[config.mk]
export PLATFORM = sky130hd
export DESIGN_NAME = bus_timer_responder
export DESIGN_NICKNAME = d
export VERILOG_FILES = /design/src/rtl/bus_timer_responder.sv
export SDC_FILE = /design/constraint.sdc
export NUM_CORES = 1
export LEC_CHECK = 0
export BUFFER_PORTS_ARGS = -buffer_cell sky130_fd_sc_hd__buf_2
export CAP_MARGIN = 5
export CORE_ASPECT_RATIO = 0.8
export CORE_UTILIZATION = 31
export CTS_CLUSTER_DIAMETER = 60
export CTS_CLUSTER_SIZE = 14
export DETAILED_ROUTE_END_ITERATION = 10
export PLACE_DENSITY = 0.47
export SLEW_MARGIN = 20
export SYNTH_ARGS = -nofsm -noshare
export SYNTH_HDL_FRONTEND = slang
export SYNTH_SLANG_ARGS = --single-unit
[constraint.sdc]
create_clock -name clk_i -period 3.8 [get_ports clk_i]
set_input_delay 0.76 -clock clk_i [delete_from_list [all_inputs] [get_ports clk_i]]
set_output_delay 0.76 -clock clk_i [all_outputs]
set_load 0.05 [all_outputs]
[src/rtl/bus_timer_responder.sv]
// rtl/bus_timer_responder.sv - req/gnt/rvalid slave with prescaled 64-bit timer, compare and level irq
module bus_timer_responder #(
    parameter logic [31:0] BASE_ADDR = 32'h1000_4000,
    parameter logic [31:0] WIN_SIZE  = 32'h0000_0fff,
    parameter int          PRESC_W   = 16
) (
    input  logic        clk_i,
    input  logic        rst_i,
    input  logic        req_i,
    input  logic        we_i,
    input  logic [3:0]  be_i,
    input  logic [31:0] addr_i,
    input  logic [31:0] wdata_i,
    output logic        gnt_o,
    output logic        rvalid_o,
    output logic [31:0] rdata_o,
    output logic        err_o,
    output logic        irq_o
);

    localparam logic [2:0] SEL_CTRL    = 3'd0;
    localparam logic [2:0] SEL_PRESC   = 3'd1;
    localparam logic [2:0] SEL_MTIME_L = 3'd2;
    localparam logic [2:0] SEL_MTIME_H = 3'd3;
    localparam logic [2:0] SEL_CMP_L   = 3'd4;
    localparam logic [2:0] SEL_CMP_H   = 3'd5;
    localparam logic [2:0] SEL_STATUS  = 3'd6;

    logic [1:0]         ctrl_q,     ctrl_d;
    logic [PRESC_W-1:0] presc_q,    presc_d;
    logic [PRESC_W-1:0] pcnt_q,     pcnt_d;
    logic [63:0]        mtime_q,    mtime_d;
    logic [63:0]        mtimecmp_q, mtimecmp_d;
    logic               match_q,    match_d;
    logic               irq_q,      irq_d;
    logic               rvalid_q,   rvalid_d;
    logic [31:0]        rdata_q,    rdata_d;
    logic               err_q,      err_d;

    logic [31:0] off;
    logic        hit;
    logic        acc;
    logic        wr;
    logic        rd;
    logic [2:0]  sel;
    logic        tick;
    logic        set_match;
    logic        clr_match;
    logic [31:0] rd_val;

    // Replace only the byte lanes whose enable is set.
    function automatic logic [31:0] merge(input logic [31:0] old_v, input logic [31:0] new_v,
                                          input logic [3:0] be);
        logic [31:0] r;
        for (int i = 0; i < 4; i++) begin
            r[i*8 +: 8] = be[i] ? new_v[i*8 +: 8] : old_v[i*8 +: 8];
        end
        return r;
    endfunction

    // Address decode; an access is only taken when not held in reset.
    always_comb begin
        off = addr_i - BASE_ADDR;
        hit = (addr_i >= BASE_ADDR) && (off <= WIN_SIZE) && (addr_i[1:0] == 2'b00)
              && (off <= 32'h18);
        sel = off[4:2];
        acc = req_i & ~rst_i;
        wr  = acc & we_i & hit & (be_i != 4'b0000);
        rd  = acc & ~we_i & hit;
    end

    // Register read multiplexer on the pre-edge (registered) state.
    always_comb begin
        rd_val = 32'h0;
        case (sel)
            SEL_CTRL:    rd_val = {30'h0, ctrl_q};
            SEL_PRESC:   rd_val = 32'(presc_q);
            SEL_MTIME_L: rd_val = mtime_q[31:0];
            SEL_MTIME_H: rd_val = mtime_q[63:32];
            SEL_CMP_L:   rd_val = mtimecmp_q[31:0];
            SEL_CMP_H:   rd_val = mtimecmp_q[63:32];
            SEL_STATUS:  rd_val = {31'h0, match_q};
            default:     rd_val = 32'h0;
        endcase
    end

    // Next-state for timer, compare, status and the response pipeline.
    always_comb begin
        ctrl_d     = ctrl_q;
        presc_d    = presc_q;
        pcnt_d     = pcnt_q;
        mtimecmp_d = mtimecmp_q;
        tick       = 1'b0;
        clr_match  = 1'b0;

        if (ctrl_q[0]) begin
            if (pcnt_q == presc_q) begin
                pcnt_d = '0;
                tick   = 1'b1;
            end else begin
                pcnt_d = pcnt_q + 1'b1;
            end
        end
        mtime_d = tick ? (mtime_q + 64'd1) : mtime_q;

        if (wr) begin
            case (sel)
                SEL_CTRL: ctrl_d = merge({30'h0, ctrl_q}, wdata_i, be_i) & 32'h3;
                SEL_PRESC: begin
                    presc_d = PRESC_W'(merge(32'(presc_q), wdata_i, be_i));
                    pcnt_d  = '0;
                end
                // A bus write to either MTIME half suppresses this cycle's increment.
                SEL_MTIME_L: mtime_d = {mtime_q[63:32], merge(mtime_q[31:0], wdata_i, be_i)};
                SEL_MTIME_H: mtime_d = {merge(mtime_q[63:32], wdata_i, be_i), mtime_q[31:0]};
                SEL_CMP_L:   mtimecmp_d = {mtimecmp_q[63:32], merge(mtimecmp_q[31:0], wdata_i, be_i)};
                SEL_CMP_H:   mtimecmp_d = {merge(mtimecmp_q[63:32], wdata_i, be_i), mtimecmp_q[31:0]};
                SEL_STATUS:  clr_match = be_i[0] & wdata_i[0];
                default: ;
            endcase
        end

        set_match = (mtime_q >= mtimecmp_q);
        match_d   = set_match | (match_q & ~clr_match);
        irq_d     = match_q & ctrl_q[1];

        rvalid_d  = acc;
        err_d     = acc & ~hit;
        rdata_d   = rd ? rd_val : 32'h0;
    end

    // State registers with synchronous active-high reset.
    always_ff @(posedge clk_i) begin
        if (rst_i) begin
            ctrl_q     <= 2'b00;
            presc_q    <= '0;
            pcnt_q     <= '0;
            mtime_q    <= 64'h0;
            mtimecmp_q <= 64'hFFFF_FFFF_FFFF_FFFF;
            match_q    <= 1'b0;
            irq_q      <= 1'b0;
            rvalid_q   <= 1'b0;
            rdata_q    <= 32'h0;
            err_q      <= 1'b0;
        end else begin
            ctrl_q     <= ctrl_d;
            presc_q    <= presc_d;
            pcnt_q     <= pcnt_d;
            mtime_q    <= mtime_d;
            mtimecmp_q <= mtimecmp_d;
            match_q    <= match_d;
            irq_q      <= irq_d;
            rvalid_q   <= rvalid_d;
            rdata_q    <= rdata_d;
            err_q      <= err_d;
        end
    end

    assign gnt_o    = acc;
    assign rvalid_o = rvalid_q;
    assign rdata_o  = rdata_q;
    assign err_o    = err_q;
    assign irq_o    = irq_q;

endmodule

* Word-level counts from Yosys, hierarchy flattened
Cells that the tools add are included.
Widths: inputs -> output; s select.
** Storage, ports and cells
- Bits in registers :: 198
- Bits of input ports :: 72
- Output and inout bits :: 36
- Word-level logic and storage cells :: 110
** Cells by class
- Add/sub/neg operators :: 3
- $lt $le $gt $ge :: 4
- Eq/ne operators :: 17
- Multiplexer cells :: 17
- Bitwise operators :: 18
- Reduce and logical (&&, ||, !) cells :: 26
** Operator list (number)
- $pmux 64 s2 :: 2
- $pmux 32 s7 :: 1
- $mux 64 :: 2
- $add 64x1->64 const B :: 1
- $ge 64x64->1 :: 1
- $mux 16 :: 4
- $ge 32x29->1 const B :: 1
- $le 32x12->1 const B :: 1
- $le 32x5->1 const B :: 1
- $mux 8 :: 4
- $reduce_and 4->1 :: 8
- $sub 32x29->32 const B :: 1
- $ne 3x3->1 const B :: 8
- $add 16x1->16 const B :: 1
- $eq 16x16->1 :: 1
- $reduce_and 2->1 :: 8
- $and 1x1->1 :: 10
- $eq 3x3->1 const B :: 3
- $reduce_and 3->1 :: 3
- $not 1->1 :: 7
- $eq 3x2->1 const B :: 2
- $mux 1 :: 4
- $ne 2x2->1 const B :: 2
- $reduce_bool 4->1 :: 1
- other kinds (6) :: 8

* Logic depth before layout (Yosys ltp)
Gate-level depths: netlist (run 1).
- Word-level depth :: 11
- Depth in mapped cells :: 10
- Gate-level depth less buffers :: 9

* Worst setup path before layout (run 1)
Ideal clock, no wire load.
- Path type :: input -> register
- Start point :: input req_i
- End point :: register mtime_q[15]
- Library setup time :: 0.132 ns
- Data arrival time :: 3.073 ns
- Data required time :: 3.668 ns
- Setup slack :: 0.594 ns
- Stages :: 8
- Buffers on the path :: 2
- Path through :: nor2b_1 -> nand3_1 -> nor3_4 -> buf_4 -> buf_4 -> a21oi_1 -> o31ai_1 -> a21oi_1
** Between the ends
- Longest elaborated chain between the ends :: 6
- Elaborated cells between the ends (all ways) :: 8
- Classes of those cells :: eq/ne (2); mux (1); bitwise (4); reduce/logical (1)
** RTL lines
- start: declaration :: line 9 : input logic req_i,
- $and 1x1->1 * :: line 67 : acc = req_i & ~rst_i;
- $and 1x1->1 * (3 in a row) :: line 68 : wr = acc & we_i & hit & (be_i != 4'b0000);
- $ne 3x3->1 (no source line) or $ne 2x2->1 (tied branches)
- $reduce_and 2->1 (no source line)
- end signal: assignment :: line 149 : mtime_q <= mtime_d;
- end: declaration :: line 32 : logic [63:0] mtime_q, mtime_d;
Every way passes the cells marked *; elsewhere a longest branch is shown, timed or not.
A chain may end at the register's enable or synchronous reset.

* Worst setup path after layout (run 1)
- Start point :: register mtime_q[0]
- End point :: register mtime_q[48]
** Between the ends
- Longest elaborated chain between the ends :: 4
** RTL lines
- $add 64x1->64 * :: line 104 : mtime_d = tick ? (mtime_q + 64'd1) : mtime_q;
- $mux 64 * :: line 104
- $pmux 64 s2 :: line 107 : case (sel)
- $mux 64 * :: line 106 : if (wr) begin
Marked as above.

==> flow_summary_export.csv, run 1 <==
group,metric,value,unit
logic_synthesis,async_flop_share,0,
logic_synthesis,synth-main-ff-cell,"dfxtp_1",
logic_synthesis,synth.distinct_cells,78,
grt,grt_use_met3,0.0484,
setup_path,start_kind,"register",
sta,slew_viol_final,0,
pwr,clkPwrFrac,0.462,
sta,fin_ws,0.745,ns
setup_path,cpPeakStageDelay,0.49,ns
route,drtIter0Drc,889,
route,wl,44100,um
route,vias,11200,
worst_hold_path,min_path_type,"reg -> reg",
clock_tree,cts_buffers,17,
sta,fin_hold_ws,0.491,ns
pwr,p_total,4370,uW
grt,grt_pass1_vias,10400,
cells_and_area,antenna_cells,0,
sta,skew,0.0140,ns
logic_synthesis,ys_warn_count,0,
sta,rsz0062_at_grt,"no",
worst_hold_path,hold_depth,2,
setup_path,crit_family,"simple AND/OR/NAND/NOR gates",
floorplanning,rows,62,
cells_and_area,nets,1636,
logic_synthesis,synth-seq-cells,198,
pwr,switchingPower,1100,uW
floorplanning,design.die.area,37500,sq um
logic_synthesis,synth_edf_count,0,
sta,slew_headroom,0.347,
pwr,p_int,3280,uW
grt,grt-busiest-layer,"met1",
pwr,p_per_area,331,nW/um^2
sta,finalHoldViolCount,0,
placement,pre_cts_slack,0.377,ns
pwr,p_seq_frac,0.474,
sta,final.setup.tns,0,ns
cells_and_area,layout-drive-gt1-share,0.146,
route,wl_per_cell,22.2,um
setup_path,path_depth,9,
setup_path,end_kind,"register",
route,vias_per_cell,5.64,
floorplanning,die_h,173,um
cells_and_area,syn_to_final_growth,16.1,%
grt,grtUsageMet1,0.362,
pwr,vdd_ir_drop_max,263,uV
grt,grt_max_degree,76,
clock_tree,cts_max_level,4,
pwr,p_leak,0.00569,uW
setup_path,cp.arrival,3.43,ns
grt,grt-ovfl-total,0,
sta,finalCritPeriodShare,0.804,
sta,max_freq,0.327,GHz
setup_path,worstSetupPathType,"reg -> reg",
logic_synthesis,syn_inst,1402,
clock_tree,cts_root_buf,"clkbuf_16",
clock_tree,clk_path_buf_depth,2,
cells_and_area,multi_input_area,6790,sq um
clock_tree,clock_sinks,198,
clock_tree,hold_buffers,0,
floorplanning,initial_utilization,0.316,
clock_tree,cts_tree,"done",
clock_tree,cts_setup_buffers,0,
grt,met2_usage,0.321,
route,drcViolationCount,0,
logic_synthesis,synth_nets,1540,
cells_and_area,nFillCells,3827,
sta,period_needed,3.05,ns
grt,antenna_found_initial,1,
setup_path,rr_worst_depth,9,
route,final_antenna_net_count,0,
logic_synthesis,syn_avg_cell_area,8.12,sq um
logic_synthesis,yosysSeqAreaShare,0.348,
floorplanning,core,36000,sq um
setup_path,critPathRequiredTime,4.17,ns
grt,grt_use_total,0.235,
placement,gp_congestion,0.872,
floorplanning,die_x,216,um
sta,tightest_slew,0.980,ns
setup_path,cp_max_fo,10,
setup_path,crit_buf_inv,1,
setup_path,crit_chain,"ha_1 > nand3_1 > nor4_2 > nand3_1 > nor4_2 > buf_4 > nand3_2 > or3_1 > a31oi_1",
logic_synthesis,synth.cell_area,11400,sq um
grt,grt_pass1_wl,66800,um
clock_tree,post_cts_resized,0,
setup_path,slowest_stage,"dfxtp_1",
pwr,p_comb_frac,0.063,
placement,dpl.hpwl,32600,um
cells_and_area,regArea,3960,sq um
clock_tree,clkTransAtPathRegs,0.07,ns
floorplanning,pin_count,108,
outcome,status,"complete, no violations",
route,drt_pass1_iterations,7,
placement,portBuffers,107,
clock_tree,clock_latency,0.46,ns
pwr,switching_share,0.251,
flow_run,drv_cap,0,
sta,finalSetupViolCount,0,
power by group through the flow:
stage	clock [uW]	sequential (uW)	combinational, uW
detailed placement	0	2120	273
floorplan	0	2130	120
global placement	0	2120	274
finish	2020	2070	277
CTS	2060	2070	274
global route	2120	2070	291
tightest hold or removal path: cells and delay by family, from the launching register on:
kind	cells	cell delay [ns]
AOI/OAI and AO/OA	1	0.05
DFF	1	0.34
and+or+nand+nor	1	0.06
cell usage after synthesis, types with 13 or more instances:
cell,number,area (sq um)
a211oi_1,15,113
a21o_1,16,120
a21oi_1,67,335
a221oi_1,18,158
a22oi_1,14,105
a31oi_1,30,188
and2_1,19,119
and3_1,26,163
clkbuf_1,63,236
dfxtp_1,198,3960
ha_1,66,826
inv_1,83,312
mux2i_1,34,340
nand2_1,175,657
nand3_1,55,275
nand4_1,41,257
nor2_1,118,443
nor3_1,25,125
nor4_1,14,87.6
o211ai_1,85,638
o21ai_0,34,170
or3_1,21,131
xnor2_1,13,114
xor2_1,20,175
state kept, by name, summed over array words and instances (netlist names):
register	count
mtime_q	64
mtimecmp_q	64
rdata_o	32
pcnt_q	16
presc_q	16
ctrl_q	2
err_o	1
irq_o	1
match_q	1
rvalid_o	1
kinds of logic (layout without fill, tap and decap cells):
family                   count (synthesis)  after routing  synth area share
multiplexers                            42             42            0.0388
flip-flops                             198            198             0.348
XOR/XNOR                                33             33            0.0254
buffers and inverters                  164            272            0.0563
AND/OR/NAND/NOR                        548            548             0.239
adder cells (fa/ha/maj)                 66             66            0.0725
AO/OA/AOI/OAI                          351            351             0.219
per-stage QoR:
step | util | cell area, sq um | instances
2_1_floorplan | - | 11400 | 1402
3_3_place_gp | 0.350 | 12600 | 1959
3_5_place_dp | 0.350 | 12600 | 1959
4_1_cts | 0.367 | 13200 | 1990
5_1_grt | 0.367 | 13200 | 1990
6_report | 0.367 | 13200 | 1990
routing by layer:
| layer | share of wire | vias up |
|---|---|---|
| met5 | 0.00025 | - |
| met4 | 0.020 | 2 |
| met3 | 0.083 | 47 |
| met2 | 0.40 | 481 |
| met1 | 0.50 | 5344 |
| li1 | - | 5357 |
layout make-up:
class                      instances  area share
clock inverter                    12      0.0134
timing repair buffer             158      0.0704
sequential                       198       0.300
clock buffer                      19      0.0335
tap                              480      0.0455
multi-input combinational       1040       0.514
inverter                          83      0.0236
cell usage in the layout (no fill, tap or decap), drive strengths merged, types with 21 or more instances in the layout:
master / count
inv: 84
and2: 21
nand4: 41
mux2i: 34
or3: 21
and3: 26
nand3: 60
ha: 66
buf: 158
o211ai: 85
nand2: 175
dfxtp: 198
nor2: 121
a31oi: 30
a21oi: 67
o21ai: 35
nor3: 26
final timing paths:
path | end | slack (ns) | start
hold / removal | presc_q[8] | 0.49 | presc_q[8]
hold reg to reg | presc_q[8] | 0.49 | presc_q[8]
setup / recovery | mtime_q[48] | 0.75 | mtime_q[0]
setup reg to reg | mtime_q[48] | 0.75 | mtime_q[0]
No activity file was read; power rests on OpenSTA's default activity.
==> run 2, diff against run 1 <==
Clock period 3.8 ns to 3 ns, I/O delays scaled along.
==> flow_summary_export.csv, run 2 (synthesis gave the netlist of run 1 again) <==
group,metric,value,unit
setup_path,end_kind,"register",
route,drtIter0Drc,1011,
cells_and_area,regArea,3970,sq um
grt,grt_pass1_wl,67700,um
clock_tree,clkTransAtPathRegs,0.09,ns
floorplanning,design.die.area,37500,sq um
placement,gp_congestion,0.922,
floorplanning,pin_count,108,
sta,tightest_slew,0.643,ns
sta,fin_hold_ws,0.379,ns
pwr,p_leak,0.00609,uW
clock_tree,clk_path_buf_depth,2,
route,drt_pass1_iterations,5,
clock_tree,cts_buffers,17,
grt,grt_pass1_vias,10700,
route,vias_per_cell,5.55,
cells_and_area,fin_util,0.385,
setup_path,worstSetupPathType,"reg -> reg",
clock_tree,clock_sinks,198,
cells_and_area,final_common_cell,"dfxtp_1",
clock_tree,cts_root_buf,"clkbuf_16",
placement,dpl.hpwl,33700,um
sta,slew_viol_final,0,
grt,grt_max_degree,45,
cells_and_area,layout_common_cells,"dfxtp_1 (197), nand2_1 (175), nor2_1 (117)",
outcome,status,"complete, no violations",
clock_tree,cts_setup_buffers,0,
cells_and_area,layout-drive-gt1-share,0.188,
floorplanning,die_h,173,um
cells_and_area,multi_input_area,6810,sq um
route,wl,44800,um
sta,finalHoldViolCount,0,
setup_path,critPathLaunch,"mtime_q[0]",
grt,grt-ovfl-total,0,
floorplanning,core,36000,sq um
floorplanning,die_x,216,um
route,final_antenna_net_count,0,
cells_and_area,syn_to_final_growth,21.9,%
grt,grt_use_total,0.239,
sta,slew_headroom,0.571,
clock_tree,cts_tree,"done",
pwr,vdd_ir_drop_max,292,uV
clock_tree,clock_latency,0.47,ns
setup_path,regToRegStartpoint,"mtime_q[0]",
sta,rsz0062_at_grt,"no",
setup_path,r2r-end,"mtime_q[48]",
pwr,p_per_area,390,nW/um^2
sta,skew,0.0163,ns
sta,finalCritPeriodShare,0.947,
setup_path,rr_worst_depth,9,
sta,max_freq,0.352,GHz
clock_tree,cts_max_level,4,
placement,portBuffers,107,
sta,period_needed,2.84,ns
worst_hold_path,min_path_type,"in -> reg",
setup_path,cp.arrival,3.23,ns
flow_run,drv_cap,0,
setup_path,r2r_slack,0.16,ns
route,wl_per_cell,21.7,um
setup_path,cp_max_fo,10,
cells_and_area,nFillCells,3792,
setup_path,slowest_stage,"dfxtp_2",
setup_path,cpPeakStageDelay,0.41,ns
setup_path,endpoint,"mtime_q[48]",
sta,finalSetupViolCount,0,
route,drcViolationCount,0,
cells_and_area,nets,1710,
floorplanning,rows,62,
floorplanning,initial_utilization,0.316,
route,vias,11500,
grt,antenna_found_initial,2,
setup_path,crit_chain,"ha_1 > nand3_1 > nor4_4 > nand3_1 > nor4_4 > buf_4 > nand3_2 > or3_1 > a31oi_1",
setup_path,critPathRequiredTime,3.39,ns
setup_path,start_kind,"register",
cells_and_area,antenna_cells,0,
[run 2: cell types whose count changed in the layout (fill, tap and decap cells not counted), sizes merged]
cell	change
clkbuf	-2
bufinv	-3
buf	+74
inv	+7
clkinvlp	+1
clkinv	-2
[run 2: how the worst min path moves through the flow]
stage / from / endpoint / slack (ns) / cells past startpoint
floorplan: ctrl_q[1] / ctrl_q[1] / 0.44 / 2
global placement: ctrl_q[1] / ctrl_q[1] / 0.47 / 2
detailed placement: ctrl_q[1] / ctrl_q[1] / 0.48 / 2
CTS: req_i / rvalid_o / 0.37 / 2
global route: req_i / rvalid_o / 0.41 / 2
finish: req_i / rvalid_o / 0.38 / 2
[run 2: what timing repair did]
action,CTS,global route
resized for setup,1,2
setup endpoints to repair,4,6
hold buffers,0,0
[run 2: stage by stage]
stage	setup TNS (ns)	total power [uW]	setup slack [ns]	cells	instance area, sq um
2_1_floorplan	0	2850	0.219	1402	11400
3_3_place_gp	-0.417	3050	-0.117	2033	13300
5_1_grt	0	5580	0.0498	2065	13900
3_5_place_dp	-0.798	3050	-0.116	2033	13300
6_report	0	5410	0.158	2065	13900
4_1_cts	0	5470	0.0769	2065	13900
[run 2: area by class of cell]
class / instances / area share
multi-input combinational: 1040 / 0.491
sequential: 198 / 0.286
timing repair buffer: 232 / 0.115
tap: 480 / 0.0433
clock buffer: 17 / 0.0307
inverter: 83 / 0.0225
clock inverter: 15 / 0.0117
[run 2: report_power, final]
group | internal [uW] | switching, uW | total [uW] | leakage [uW]
registers | 2630 | 0.315 | 2630 | 0.00160
logic | 117 | 249 | 366 | 0.00421
clock network | 1190 | 1230 | 2420 | 0.000284
[run 2: metal layers]
layer	wire, um	track usage	share of wire	vias up
li1	-	-	-	5489
met1	23000	0.375	0.51	5505
met2	18000	0.332	0.40	435
met3	3090	0.0382	0.069	40
met4	674	0.0587	0.015	0
met5	0	0	0	-
[run 2: worst max-delay path: cells and delay by family (launching register included)]
kind            cells  cell delay, ns
compound gates      1            0.16
buf+inv             1            0.25
fa+ha+maj           1            0.28
flops               1            0.41
simple gates        6            1.68
